===== src/rtl/imem_loader.sv =====
// Boot-time instruction memory loader: receives a counted, checksummed byte
// image from a host and writes it word by word while holding the core in reset.
module imem_loader #(
  parameter int ADDR_W = 8
) (
  input  logic              clk,
  input  logic              rst,
  input  logic              start,
  input  logic              in_valid,
  input  logic [7:0]        in_data,
  output logic              in_ready,
  output logic              imem_we,
  output logic [ADDR_W-1:0] imem_addr,
  output logic [31:0]       imem_wdata,
  output logic              cpu_hold,
  output logic              busy,
  output logic              done,
  output logic              error,
  output logic [ADDR_W:0]   words_loaded
);

  typedef enum logic [2:0] {
    IDLE, HDR_HI, HDR_LO, DATA, WRITE, CHK, DONE, ERR
  } state_t;

  state_t      state, state_n;
  logic [15:0] n_words;
  logic [23:0] word_part;
  logic [1:0]  byte_cnt;
  logic [7:0]  csum;
  logic        accept;
  logic [31:0] hdr_n;
  logic [31:0] capacity;
  logic [31:0] loaded_next;

  assign accept      = in_valid && in_ready;
  assign hdr_n       = {16'd0, n_words[15:8], in_data};
  assign capacity    = 32'd1 << ADDR_W;
  assign loaded_next = 32'(words_loaded) + 32'd1;

  // A count equal to the full capacity is legal, so the word index never wraps.
  always_comb begin
    state_n = state;
    case (state)
      IDLE, DONE, ERR: if (start) state_n = HDR_HI;
      HDR_HI:          if (accept) state_n = HDR_LO;
      HDR_LO: begin
        if (accept) begin
          if (hdr_n > capacity)    state_n = ERR;
          else if (hdr_n == 32'd0) state_n = CHK;
          else                     state_n = DATA;
        end
      end
      DATA:    if (accept && byte_cnt == 2'd3) state_n = WRITE;
      WRITE:   state_n = (loaded_next == {16'd0, n_words}) ? CHK : DATA;
      CHK:     if (accept) state_n = (in_data == csum) ? DONE : ERR;
      default: state_n = IDLE;
    endcase
  end

  always_ff @(posedge clk) begin
    if (!rst) begin
      state        <= IDLE;
      in_ready     <= 1'b0;
      imem_we      <= 1'b0;
      imem_addr    <= '0;
      imem_wdata   <= '0;
      cpu_hold     <= 1'b1;
      busy         <= 1'b0;
      done         <= 1'b0;
      error        <= 1'b0;
      words_loaded <= '0;
      n_words      <= '0;
      word_part    <= '0;
      byte_cnt     <= '0;
      csum         <= '0;
    end else begin
      state    <= state_n;
      in_ready <= state_n inside {HDR_HI, HDR_LO, DATA, CHK};
      busy     <= state_n inside {HDR_HI, HDR_LO, DATA, WRITE, CHK};
      done     <= (state_n == DONE);
      error    <= (state_n == ERR);
      cpu_hold <= (state_n != DONE);
      imem_we  <= (state_n == WRITE);

      case (state)
        IDLE, DONE, ERR: begin
          if (start) begin
            words_loaded <= '0;
            byte_cnt     <= '0;
            csum         <= '0;
          end
        end
        HDR_HI: if (accept) n_words[15:8] <= in_data;
        HDR_LO: if (accept) n_words[7:0]  <= in_data;
        DATA: begin
          if (accept) begin
            csum      <= csum ^ in_data;
            byte_cnt  <= byte_cnt + 2'd1;
            word_part <= {word_part[15:0], in_data};
            // Address and data are latched as WRITE is entered and then held.
            if (byte_cnt == 2'd3) begin
              imem_addr  <= words_loaded[ADDR_W-1:0];
              imem_wdata <= {word_part, in_data};
            end
          end
        end
        WRITE:   words_loaded <= words_loaded + (ADDR_W+1)'(1);
        default: ;
      endcase
    end
  end

endmodule


===== config.mk =====
export PLATFORM = sky130hd
export DESIGN_NAME = imem_loader
export DESIGN_NICKNAME = d
export VERILOG_FILES = /design/src/rtl/imem_loader.sv
export SDC_FILE = /design/constraint.sdc
export NUM_CORES = 1
export LEC_CHECK = 0
export CELL_PAD_IN_SITES_DETAIL_PLACEMENT = 1
export CELL_PAD_IN_SITES_GLOBAL_PLACEMENT = 2
export CORE_MARGIN = 5
export CORE_UTILIZATION = 34
export CTS_CLUSTER_SIZE = 12
export DETAILED_ROUTE_END_ITERATION = 6
export HOLD_SLACK_MARGIN = 0.03
export PLACE_DENSITY = 0.85
export SLEW_MARGIN = 20
export SYNTH_ARGS = -nofsm -noshare
export SYNTH_HDL_FRONTEND = slang
export SYNTH_SLANG_ARGS = --single-unit

===== constraint.sdc =====
create_clock -name clk -period 5.15 [get_ports clk]
set_clock_uncertainty 0.15 [all_clocks]
set_input_delay 1.03 -clock clk [delete_from_list [all_inputs] [get_ports clk]]
set_output_delay 1.03 -clock clk [all_outputs]
set_load 0.02 [all_outputs]

==> impl_metrics.toml, run 1 <==
[run_status]
status = "complete, no violations"

[worst_setup_path]
r2r_setup_slack_ns = 2.55
path_cells = "clkdlybuf4s50_1 > and3_1 > nand4_1 > o221a_2 > nor2b_1 > a221oi_2"
cp.depth = 6
reg2reg_depth = 7
critPathMaxStageDelay_ns = 0.70
startpoint_type = "primary input"
cp-end-kind = "register"
crit_family = "simple AND/OR/NAND/NOR gates"
critPathKind = "in -> reg"
worstPathArrival_ns = 3.26
r2r-start = "words_loaded[0]"
reg2reg_to = "busy"
cp-startpoint = "in_valid"
crit_fanout = 16
critical_path.slowest_cell = "nand4_1"
crit_buf_inv = 1
cp.required_ns = 5.26

[timing]
setup_viol = 0
timing.fmax_mhz = 318
fin_ws_ns = 2.01
period_minus_slack_ns = 3.14
hold_viol = 0
relSlewSlack_pct = 41.9
rsz0062_at_grt = "no"
timing.setup.tns_ns = 0
tightest_slew_ns = 0.869
drv_slew = 0
fin_crit_sh_pct = 61.0

[final_layout]
layout-drive-gt1-share_pct = 5.43
diodes = 0
area_delta_synth_final_pct = 24.9
nNetsFinal = 617

[die]
num_io_pins = 67
rows = 41
chipWidth_um = 125
die_height_um = 125
die_area_um2 = 15500
coreArea_um2 = 12800
start_util_pct = 35.0

[global_routing]
grt_max_degree = 69
grt_pass1_wl_mm = 21.5
grtUsageTotal_pct = 16.8
grt_overflow_total = 0
grt_busiest_layer = "met2"
grt_pass1_vias = 4101
use_met1_pct = 21.5
grtUsageMet3_pct = 2.70
globalRouteMet2Util_pct = 28.3
antenna_found_initial = 0

[routing]
final_antenna_net_count = 0
routedWlPerCell_um = 16.6
drt_iter0_drc = 194
wirelength_mm = 13.0
firstDrtPassIters = 4
vias_per_cell = 5.13
drc = 0
vias = 3999

[logic_synthesis]
ys_warn_count = 0
synthTopCellsByArea = "dfxtp_1 (48%), nand2_1 (12%), a21oi_1 (8.9%), mux2i_1 (4.0%), nor2_1 (3.7%)"
synthCells = 558
synth.largest_area_cell = "dfxtp_1"
synth.ff_latch_count = 108
syn-cell-area_um2 = 4470
async_reset_ff_share_pct = 0
syn-num-nets = 572
synth_simple_gate_area_share_pct = 23.5
synth_edf_count = 0
synth_top_family_by_area = "simple AND/OR/NAND/NOR gates"
ys_seq_area_share_pct = 48.4
synth.avg_cell_area_um2 = 8.00
yosys.area.top_type_share_pct = 48.4
synth_fa_ha_area_share_pct = 0.560
ys.flop_type = "dfxtp_1"
synth_cell_types = 49
muxShareOfSynthArea_pct = 4.03
synth-xor-area-share_pct = 3.14
synth_compound_area_share_pct = 16.5

[placement]
pre_cts_slack_ns = 1.64
port_buffers = 66
place_hpwl_mm = 8.89
gp_congestion = 0.804

[clock_tree]
cts_sinks = 108
cts_max_level = 3
cts_tree = "built"
clkTransAtPathRegs_ns = 0.07
numCtsBuffers = 9
hold_buffers = 0
clk_path_buf_depth = 2
clock_latency_ns = 0.35
cts_resized = 0
cts_root_buffer = "clkbuf_16"
post-cts-setup-buffer-count = 0

[flow_run]
drv_cap = 0

[min_path]
hold_path_class = "reg -> reg"
whs_path_depth = 2
worstHoldStart = "imem_wdata[25]"
hold_end = "imem_wdata[25]"

[power]
power_leakage_nw = 1.93
peakVddDrop_uv = 185
p_per_area_nw_per_um2 = 301
## power breakdown
| group | internal (mW) | switching [mW] | leakage (nW) |
|---|---|---|---|
| logic | 0.0360 | 0.0610 | 0.909 |
| clock network | 0.408 | 0.321 | 0.153 |
| registers | 0.841 | 0.0106 | 0.871 |
## routing by layer
layer	share of wire (%)	vias to the layer above
met2	48	55
li1	-	1967
met1	47	1961
met4	1.7	0
met3	2.8	16
met5	0	-
## worst max-delay path by stage
stage | end | slack [ns]
2_1_floorplan | busy | 2.44
3_3_place_gp | busy | 1.68
3_5_place_dp | busy | 1.64
4_1_cts | busy | 1.98
5_1_grt | busy | 1.88
6_report | busy | 2.01
## Yosys cell counts, drive strengths merged (6+ instances only)
library cell / number
nor2: 44
nor4: 6
xnor2: 12
a21oi: 79
nor3: 8
clkbuf: 36
o21ai: 22
mux2i: 18
dfxtp: 108
nor2b: 7
and2: 6
inv: 7
nand3: 7
nand2: 142
## flip-flops by register name, summed over array words and instances (netlist names)
name / cells
n_words: 16
byte_cnt: 2
csum: 8
in_ready: 1
imem_wdata: 32
words_loaded: 9
busy: 1
state: 3
word_part: 24
imem_addr: 8
error: 1
cpu_hold: 1
done: 1
imem_we: 1
## cell families (layout without fill, tap and decap cells)
logic type,after synthesis,in the layout
flops,108,108
xor+xnor,16,16
fa+ha+maj,2,2
buf+inv,45,95
mux,18,18
simple gates,241,241
compound gates,128,128
## layout make-up
class / count / area, µm²
clock inverter: 4 / 56.3
sequential: 108 / 2160
multi-input combinational: 405 / 2140
timing repair buffer: 72 / 718
tap: 172 / 215
inverter: 7 / 28.8
fill: 1511 / 7190
clock buffer: 12 / 256
## tightest hold or removal path, stage by stage, from the launching register on
cell     delay [ns]
dfxtp_1        0.31
nand2_1        0.05
a21oi_1        0.05
## cells in the final DEF (no fill, tap or decap), types with 5 or more instances in the layout
| cell type | n |
|---|---|
| nand2_1 | 142 |
| dfxtp_1 | 108 |
| a21oi_1 | 79 |
| clkdlybuf4s50_1 | 66 |
| nor2_1 | 44 |
| o21ai_0 | 22 |
| mux2i_1 | 18 |
| xnor2_1 | 12 |
| clkbuf_16 | 9 |
| inv_1 | 6 |
| nand3_1 | 6 |
| nor3_1 | 6 |
| nor2b_1 | 6 |
| nor4_1 | 6 |
| and2_1 | 6 |
| buf_4 | 5 |
## metrics by stage
stage               instance area [µm²]  std cells  hold WS, ns  utilization, %  power (mW)
finish                             5580        780        0.306            43.7        1.68
CTS                                5570        780        0.311            43.6        1.70
global route                       5580        780        0.333            43.7        1.73
global placement                   5260        764        0.294            41.2       0.966
detailed placement                 5260        764        0.301            41.2       0.968
floorplan                          4470        558        0.282               -       0.931
No activity file was read; power rests on OpenSTA's default activity.
==> run 2, diff against run 1 <==
--- a/config.mk
+++ b/config.mk
@@ -8,11 +8,11 @@
 export CELL_PAD_IN_SITES_DETAIL_PLACEMENT = 1
 export CELL_PAD_IN_SITES_GLOBAL_PLACEMENT = 2
 export CORE_MARGIN = 5
-export CORE_UTILIZATION = 34
+export CORE_UTILIZATION = 31
 export CTS_CLUSTER_SIZE = 12
 export DETAILED_ROUTE_END_ITERATION = 6
 export HOLD_SLACK_MARGIN = 0.03
-export PLACE_DENSITY = 0.85
+export PLACE_DENSITY = 0.79
 export SLEW_MARGIN = 20
 export SYNTH_ARGS = -nofsm -noshare
 export SYNTH_HDL_FRONTEND = slang
==> constraint.sdc (replaced) <==
create_clock -name clk -period 2.9 [get_ports clk]
set_clock_uncertainty 0.15 [all_clocks]
set_input_delay 0.58 -clock clk [delete_from_list [all_inputs] [get_ports clk]]
set_output_delay 0.58 -clock clk [all_outputs]
set_load 0.02 [all_outputs]
==> run 2 against run 1 <==
Net effect:
- sequential power is 77% higher
- cell area is 2.1% higher
- combinational power is 91% higher
- hold slack better by 0.00059 ns
- power is 73% higher
- critical path depth is 1 higher
- flip-flop and latch count stayed put
==> impl_metrics.toml, run 2 (synthesis results as in run 1) <==
[placement]
gp_congestion = 0.770
place_hpwl_mm = 9.12
port_buffers = 66
dpl.cell_count = 789

[final_layout]
fin_util_pct = 40.7
layout-drive-gt1-share_pct = 8.00
diodes = 0
area_delta_synth_final_pct = 27.5
final_cell_mix = "nand2_1 (142), dfxtp_1 (108), a21oi_1 (79), clkdlybuf4s50_1 (66), nor2_1 (44)"
reg_top3 = "imem_wdata: 32 flops, word_part: 24 flops, n_words: 16 flops"
top_register = "imem_wdata"
nNetsFinal = 634
largest_register_ffs = 32
stdcell_count = 805
final_common_cell = "nand2_1"

[power]
clkPwrFrac_pct = 41.4
p_per_area_nw_per_um2 = 509
peakVddDrop_uv = 237
p_sw_uw = 712
seq_power_share_pct = 52.2
swShare_pct = 24.6
p_comb_share_pct = 6.4
power_leakage_nw = 2.01
power.internal_mw = 2.19

[clock_tree]
hold_buffers = 0
cts_tree = "built"
cts_root_buffer = "clkbuf_16"
clock_latency_ns = 0.35
clk_path_buf_depth = 2
cts_max_level = 3
numCtsBuffers = 9
post-cts-setup-buffer-count = 0
cts_sinks = 108
cts_resized = 0
clkTransAtPathRegs_ns = 0.07

[global_routing]
grt_pass1_wl_mm = 21.3
grtUsageTotal_pct = 15.8
grt_max_degree = 61
antenna_found_initial = 0
grt_pass1_vias = 4105
grt_overflow_total = 0

[worst_setup_path]
startpoint_type = "primary input"
path_cells = "clkdlybuf4s50_1 > nor4_1 > nand2_1 > o41ai_2 > o311a_2 > nand3_2 > a221oi_2"
crit_family = "compound AO/OA/AOI/OAI gates"
critPathCapture = "busy"
worstPathArrival_ns = 2.62
r2r-start = "words_loaded[1]"
reg2reg_to = "busy"
cp-startpoint = "in_data[4]"
critPathMaxStageDelay_ns = 0.53
cp.required_ns = 3.01
crit_fanout = 3
reg2reg_depth = 8
crit_buf_inv = 1
cp.depth = 7
r2r_setup_slack_ns = 0.43
cp-end-kind = "register"
critical_path.slowest_cell = "nor4_1"
critPathKind = "in -> reg"

[timing]
timing.fmax_mhz = 399
tightest_slew_ns = 0.526
hold_viol = 0
rsz0062_at_grt = "no"
drv_slew = 0
fin_crit_sh_pct = 86.5
relSlewSlack_pct = 64.6
period_minus_slack_ns = 2.51
timing.setup.tns_ns = 0
setup_viol = 0

[routing]
vias = 4021
final_antenna_net_count = 0
firstDrtPassIters = 4
drc = 0
vias_per_cell = 5.00
wirelength_mm = 12.9
routedWlPerCell_um = 16.0
drt_iter0_drc = 133

[die]
coreArea_um2 = 14000
chipWidth_um = 130
die_height_um = 130
num_io_pins = 67
die_area_um2 = 16900
rows = 43
start_util_pct = 31.9

[min_path]
hold_path_class = "reg -> reg"

[run_status]
status = "complete, no violations"

[flow_run]
drv_cap = 0
## run 2: cell count changes in the layout (fill, tap and decap cells not counted)
cell and delta:
nor3_1 +1, clkinv_4 -2, buf_4 +16, clkbuf_1 -1, inv_2 +1, clkinv_2 +3
inv_4 -1, buf_12 +1, bufinv_16 -1, nor3_2 -1, inv_8 +2, clkbuf_8 -1
## run 2: per-stage QoR
step	area, µm²	power (mW)	setup slack, ns	hold slack [ns]
2_1_floorplan	4470	1.65	0.644	0.282
3_3_place_gp	5410	1.73	0.139	0.296
3_5_place_dp	5410	1.73	0.0768	0.299
4_1_cts	5690	2.94	0.426	0.310
5_1_grt	5690	3.03	0.192	0.334
6_report	5690	2.90	0.392	0.307
## run 2: how the worst min path moves through the flow
| stage | from | end | slack [ns] | cells after the start |
|---|---|---|---|---|
| CTS | imem_wdata[0] | imem_wdata[0] | 0.31 | 2 |
| floorplan | word_part[16] | imem_wdata[24] | 0.28 | 2 |
| global placement | imem_addr[4] | imem_addr[4] | 0.30 | 2 |
| global route | imem_addr[0] | imem_addr[0] | 0.33 | 2 |
| finish | word_part[23] | imem_wdata[31] | 0.31 | 2 |
| detailed placement | imem_wdata[0] | imem_wdata[0] | 0.30 | 2 |
## run 2: layer usage
layer  routed length, µm  vias to the layer above  part of all wire, %  global-route usage [%]
met2                6010                       53                   47                    25.1
met4                 150                        0                  1.2                    4.28
met1                6320                     1945                   49                    21.4
met3                 431                       16                  3.3                    3.89
li1                    -                     2007                    -                       -
met5                   0                        -                    0                       0
## run 2: cell type report
cell class | count | area [µm²]
Clock buffer | 10 | 239
Clock inverter | 6 | 46.3
Fill cell | 1710 | 8290
Inverter | 7 | 26.3
Multi-Input combinational cell | 405 | 2140
Sequential cell | 108 | 2160
Tap cell | 180 | 225
Timing Repair Buffer | 89 | 858
## run 2: power groups by stage
stage	Clock [mW]	Sequential, mW	Combinational (mW)
after floorplan	0	1.54	0.111
after global placement	0	1.55	0.183
after detailed placement	0	1.55	0.187
after CTS	1.24	1.51	0.188
after global routing	1.31	1.52	0.202
final	1.20	1.51	0.185
## run 2: worst reg2reg max path: cells and delay by family (launching register included)
| kind | cells | cell delay (ns) |
|---|---|---|
| flops | 1 | 0.45 |
| buf+inv | 1 | 0.19 |
| compound gates | 4 | 1.04 |
| simple gates | 2 | 0.27 |
| fa+ha+maj | 1 | 0.29 |
==> run 3, diff against run 2 <==
--- a/config.mk
+++ b/config.mk
@@ -5,6 +5,7 @@
 export SDC_FILE = /design/constraint.sdc
 export NUM_CORES = 1
 export LEC_CHECK = 0
+export ABC_CLOCK_PERIOD_IN_PS = 2350
 export CELL_PAD_IN_SITES_DETAIL_PLACEMENT = 1
 export CELL_PAD_IN_SITES_GLOBAL_PLACEMENT = 2
 export CORE_MARGIN = 5
==> constraint.sdc (replaced) <==
create_clock -name clk -period 2.35 [get_ports clk]
set_clock_uncertainty 0.15 [all_clocks]
set_input_delay 0.47 -clock clk [delete_from_list [all_inputs] [get_ports clk]]
set_output_delay 0.47 -clock clk [all_outputs]
set_load 0.02 [all_outputs]
==> run 3 against run 2 <==
Net effect:
- largest power group unchanged
- non-clock buffer count is 17 higher
- hold slack better by 0.0018 ns
- critical endpoint unchanged
- setup slack got worse by 0.39 ns
- highest routed layer unchanged
- cell area rose by 3.6%
- global-route usage grew 0.80 points
- via count up 2.6%
==> impl_metrics.toml, run 3 (synthesis results as in run 1) <==
[run_status]
status = "complete, no violations"

[timing]
period_minus_slack_ns = 2.35
tightest_slew_ns = 0.564
hold_viol = 0
fin_ws_ns = 0.00182
drv_slew = 0
rsz0062_at_grt = "yes"
setup_viol = 0
fin_crit_sh_pct = 99.9
relSlewSlack_pct = 62.3
timing.fmax_mhz = 426

[die]
die_height_um = 130
start_util_pct = 31.9
coreArea_um2 = 14000
rows = 43
chipWidth_um = 130
num_io_pins = 67
die_area_um2 = 16900

[placement]
pre_cts_slack_ns = -0.255
gp_congestion = 0.798
place_hpwl_mm = 9.70
port_buffers = 66
dpl.cell_count = 806

[global_routing]
grt_overflow_total = 0
antenna_found_initial = 0
grt_max_degree = 74
grtUsageTotal_pct = 16.6
grt_pass1_wl_mm = 22.3
grt_pass1_vias = 4276

[worst_setup_path]
cp-startpoint = "in_data[1]"
worstPathArrival_ns = 2.46
cp-end-kind = "register"
critPathKind = "in -> reg"
critPathMaxStageDelay_ns = 0.47
r2r-start = "n_words[15]"
crit_fanout = 3
cp.required_ns = 2.46
startpoint_type = "primary input"
path_cells = "clkdlybuf4s50_1 > nor4_1 > buf_4 > nand2_1 > o41ai_2 > o311a_2 > nand3_2 > a221oi_2"
critical_path.slowest_cell = "clkdlybuf4s50_1"

[routing]
firstDrtPassIters = 4
drc = 0
vias = 4125
drt_iter0_drc = 172
wirelength_mm = 13.4
routedWlPerCell_um = 16.4
vias_per_cell = 5.02
final_antenna_net_count = 0

[clock_tree]
cts_tree = "built"
clk_path_buf_depth = 2
post-cts-setup-buffer-count = 0
cts_sinks = 108
clock_latency_ns = 0.35
clkTransAtPathRegs_ns = 0.07
hold_buffers = 0
numCtsBuffers = 9
cts_max_level = 3
cts_root_buffer = "clkbuf_16"

[power]
peakVddDrop_uv = 389
power_leakage_nw = 2.11
total_power_mw = 3.66
p_per_area_nw_per_um2 = 621

[final_layout]
nNetsFinal = 651
fillers = 1680
stdcell_count = 822
area_delta_synth_final_pct = 32.0
reg_top3 = "imem_wdata: 32 flops, word_part: 24 flops, n_words: 16 flops"
multi_input_area_um2 = 2160
largest_register_ffs = 32
seqCellArea_um2 = 2160
fin_util_pct = 42.2
final_common_cell = "nand2_1"
final_cell_mix = "nand2_1 (142), dfxtp_1 (106), a21oi_1 (79), clkdlybuf4s50_1 (66), nor2_1 (44)"
layout-drive-gt1-share_pct = 11.1
diodes = 0
top_register = "imem_wdata"

[min_path]
hold_path_class = "reg -> reg"
worstHoldStart = "word_part[21]"

[flow_run]
drv_cap = 0
## run 3: changes by cell type in the layout (fill, tap and decap cells not counted), sizes merged
cell      change
inv           -2
buf          +17
clkinvlp      +1
bufinv        +1
## run 3: worst max-delay path, delay by kind of cell
| family | cells | cell delay [ns] |
|---|---|---|
| AO/OA/AOI/OAI | 3 | 0.83 |
| buffers and inverters | 2 | 0.65 |
| AND/OR/NAND/NOR | 3 | 0.50 |
## run 3: worst paths after layout
kind                    end  slack (ns)  cells past startpoint
max                    busy       0.002                      8
min          imem_wdata[29]        0.31                      2
max reg2reg            busy       0.002                      6
min reg2reg  imem_wdata[29]        0.31                      2
## run 3: what timing repair did
action                     in CTS  in global routing
hold endpoints to repair        0                  0
pin swaps                       2                  0
resized for setup               2                  3
setup endpoints to repair       3                  4
## run 3: final cells by class
type                    count  share of cell area (%)
flip-flops and latches    108                    36.7
multi-input cells         405                    36.6
repair buffers            106                    17.4
clock buffers              10                    4.05
well taps                 180                    3.82
clock inverters             6                    1.04
inverters                   7                   0.446
## run 3: power by group
part           internal, mW  total (mW)  switching (mW)
clock                 0.854        1.54           0.682
combinational         0.113       0.257           0.143
sequential             1.84        1.87          0.0242
total                  2.81        3.66           0.849
## run 3: metal layers
metal / GRT usage [%] / part of all wire [%] / vias up
met3: 3.77 / 2.6 / 9
met4: 3.73 / 0.97 / 0
met5: 0 / 0 / -
li1: - / - / 2044
met2: 27.8 / 48 / 43
met1: 21.9 / 48 / 2029
## run 3: per-stage QoR
stage | instance area [µm²] | setup TNS (ns) | hold WS, ns
floorplan | 4470 | 0 | 0.282
global placement | 5570 | -0.893 | 0.289
detailed placement | 5570 | -1.24 | 0.298
CTS | 5890 | 0 | 0.308
global route | 5900 | -0.221 | 0.333
finish | 5900 | 0 | 0.309
==> patch (flow settings as in run 1) <==
`ADDR_W`: 8 -> 7.
--- a/src/rtl/imem_loader.sv
+++ b/src/rtl/imem_loader.sv
@@ -2,5 +2,5 @@
 // image from a host and writes it word by word while holding the core in reset.
 module imem_loader #(
-  parameter int ADDR_W = 8
+  parameter int ADDR_W = 7
 ) (
   input  logic              clk,
Interface: changed (resized imem_addr and words_loaded); port bits go from 67 to 65. The function was not compared with the original's and may differ.
==> patch against run 1 <==
Final area grew 0.83%; core utilization down 1.5 points; wire length down 4.4%; largest cell class is now multi-input gates; area after synthesis increased by 4.3%; final cell count fell by 0.64%; setup slack lost 0.062 ns; global-route usage decreased by 0.99 points; synthesized cell count increased by 0.36%; register-to-register slack worse by 0.34 ns; sequential cell count shrank 2; via count shrank 2.3%.
Power is not compared: it rests on default switching activity, and its combinational part moved more than twofold at a synthesized area within 25%.
==> patch: results (changes against run 1) <==
most frequent cells after synthesis=sky130_fd_sc_hd__nand2_1, sky130_fd_sc_hd__dfxtp_1, sky130_fd_sc_hd__a21boi_0; Setup crit start=in_data[3]; CP Data Required Time=5.27 ns (about the same); slowest cell on the critical path=sky130_fd_sc_hd__clkdlybuf4s50_1; Critical R2R Capture=cpu_hold$_SDFF_PN1_; grt met3 use=3.55% (+0.85 points); Fin Hold WS=0.313 ns (+0.00647 ns); maximum clock insertion buffer count=2 (unchanged); clock buffer and inverter area fraction after layout=5.23% (-0.38 points); met2 track utilization from global routing=27.0% (-1.3 points); Max stage delay on crit path=0.56 ns (-0.14 ns); initial antenna violation count=0 (unchanged); post-synthesis average cell area=8.32 µm² (+3.9%); net count reported at finish=609 (-1.3%); launch instance of the worst min-delay path=imem_wdata[10]$_SDFFE_PN0P_; H-tree depth=3 (unchanged); largest cells by area after synthesis=sky130_fd_sc_hd__dfxtp_1, sky130_fd_sc_hd__nand2_1, sky130_fd_sc_hd__a21boi_0; R2R setup slack=2.21 ns (-0.34 ns); cts repair resizes=0 (unchanged); total number of vias=3908 (-2.3%); Clock Pin Slew Worst Setup and Hold Paths=0.07 ns (about the same); Worst VDD drop=169 µV; proportion of layout cells with a drive suffix above 1=4.84% (-0.59 points); number of filler cells placed in the layout=1596 (+5.6%); num sequential=106 (-1.9%); non-clock buffer share of cell area=11.8% (-1.0 points); post-detailed-placement cell area=0.00533 mm² (+1.3%); final core area utilization=42.1% (-1.5 points); global placer's final weighted congestion=0.822 (+2.2%); global-route wire length before repair=20300 µm (-5.6%); end point of the most critical hold path=imem_wdata[10]$_SDFFE_PN0P_; met1 Use GR=19.3% (-2.2 points); unique cell type count in the Yosys netlist=47 (-4.1%); final-layout clock buffer total=11 (-1); post-detail-place hpwl=8640 µm (-2.8%); Top Registers=imem_wdata (32), word_part (24), n_words (16); amount of wire on met3 after detailed routing=408 µm (+11%); number of port buffers=64 (-3.0%); global-route total usage across every layer=15.8% (-0.99 points); peak clock frequency supported by timing=312 MHz (-1.9%); CP delay by family, top=compound AO/OA/AOI/OAI gates; final routed wire length divided by cell count=16.0 µm (-3.8%); met2 wire length=6060 µm (-2.6%); Setup Buffers After CTS=0 (unchanged); Placement Setup Slack=1.59 ns (-0.0484 ns); Iteration-0 DRC Markers=172 (-11%); Synth Net Count=574 (+0.35%); final std cells w/o fill=775 (-0.64%); Seq area share=37.7% (-1.0 points); capturing instance or port of the critical path=in_ready$_SDFF_PN0_; Main synth FF type=sky130_fd_sc_hd__dfxtp_1; count of inverters not on the clock network in the layout=5 (-2); total instance count after detailed placement=760 (-0.52%); transition at the pin with the smallest max-transition slack=0.947 ns (+0.0779 ns); total of plain and repair buffers excluding clock buffers=68 (-5.6%); critical path fanouts, max=7 (-9); result of the run=complete, no violations; post-synthesis sequential area ratio=45.6% (-2.8 points); routed length on met1=5660 µm (-8.0%); total area of multi-input combinational cells=0.00230 mm² (+7.6%)
## patch: cell types whose count changed after synthesis, moves of 5 or more
cell	before	now
sky130_fd_sc_hd__mux2i_1	18	9
sky130_fd_sc_hd__o21ai_0	22	27
sky130_fd_sc_hd__nand3_1	6	16
sky130_fd_sc_hd__a21oi_1	79	7
sky130_fd_sc_hd__nand2_1	142	150
sky130_fd_sc_hd__nor2_1	44	25
sky130_fd_sc_hd__a21boi_0	0	74
sky130_fd_sc_hd__nor2b_1	7	14
## patch: report_power, final
| group | switching [µW] | internal [µW] | leakage (µW) | total (µW) |
|---|---|---|---|---|
| registers | 27.2 | 840 | 0.000855 | 867 |
| logic | 138 | 86.9 | 0.000897 | 225 |
| clock network | 310 | 389 | 0.000142 | 698 |
| total | 475 | 1320 | 0.00189 | 1790 |
## patch: kinds of logic after synthesis
group	Yosys count	share of synthesized area, %
mux	9	1.93
xor+xnor	18	3.39
simple gates	247	23.6
fa+ha+maj	2	0.537
compound gates	129	19.9
flops	106	45.6
buf+inv	49	5.00
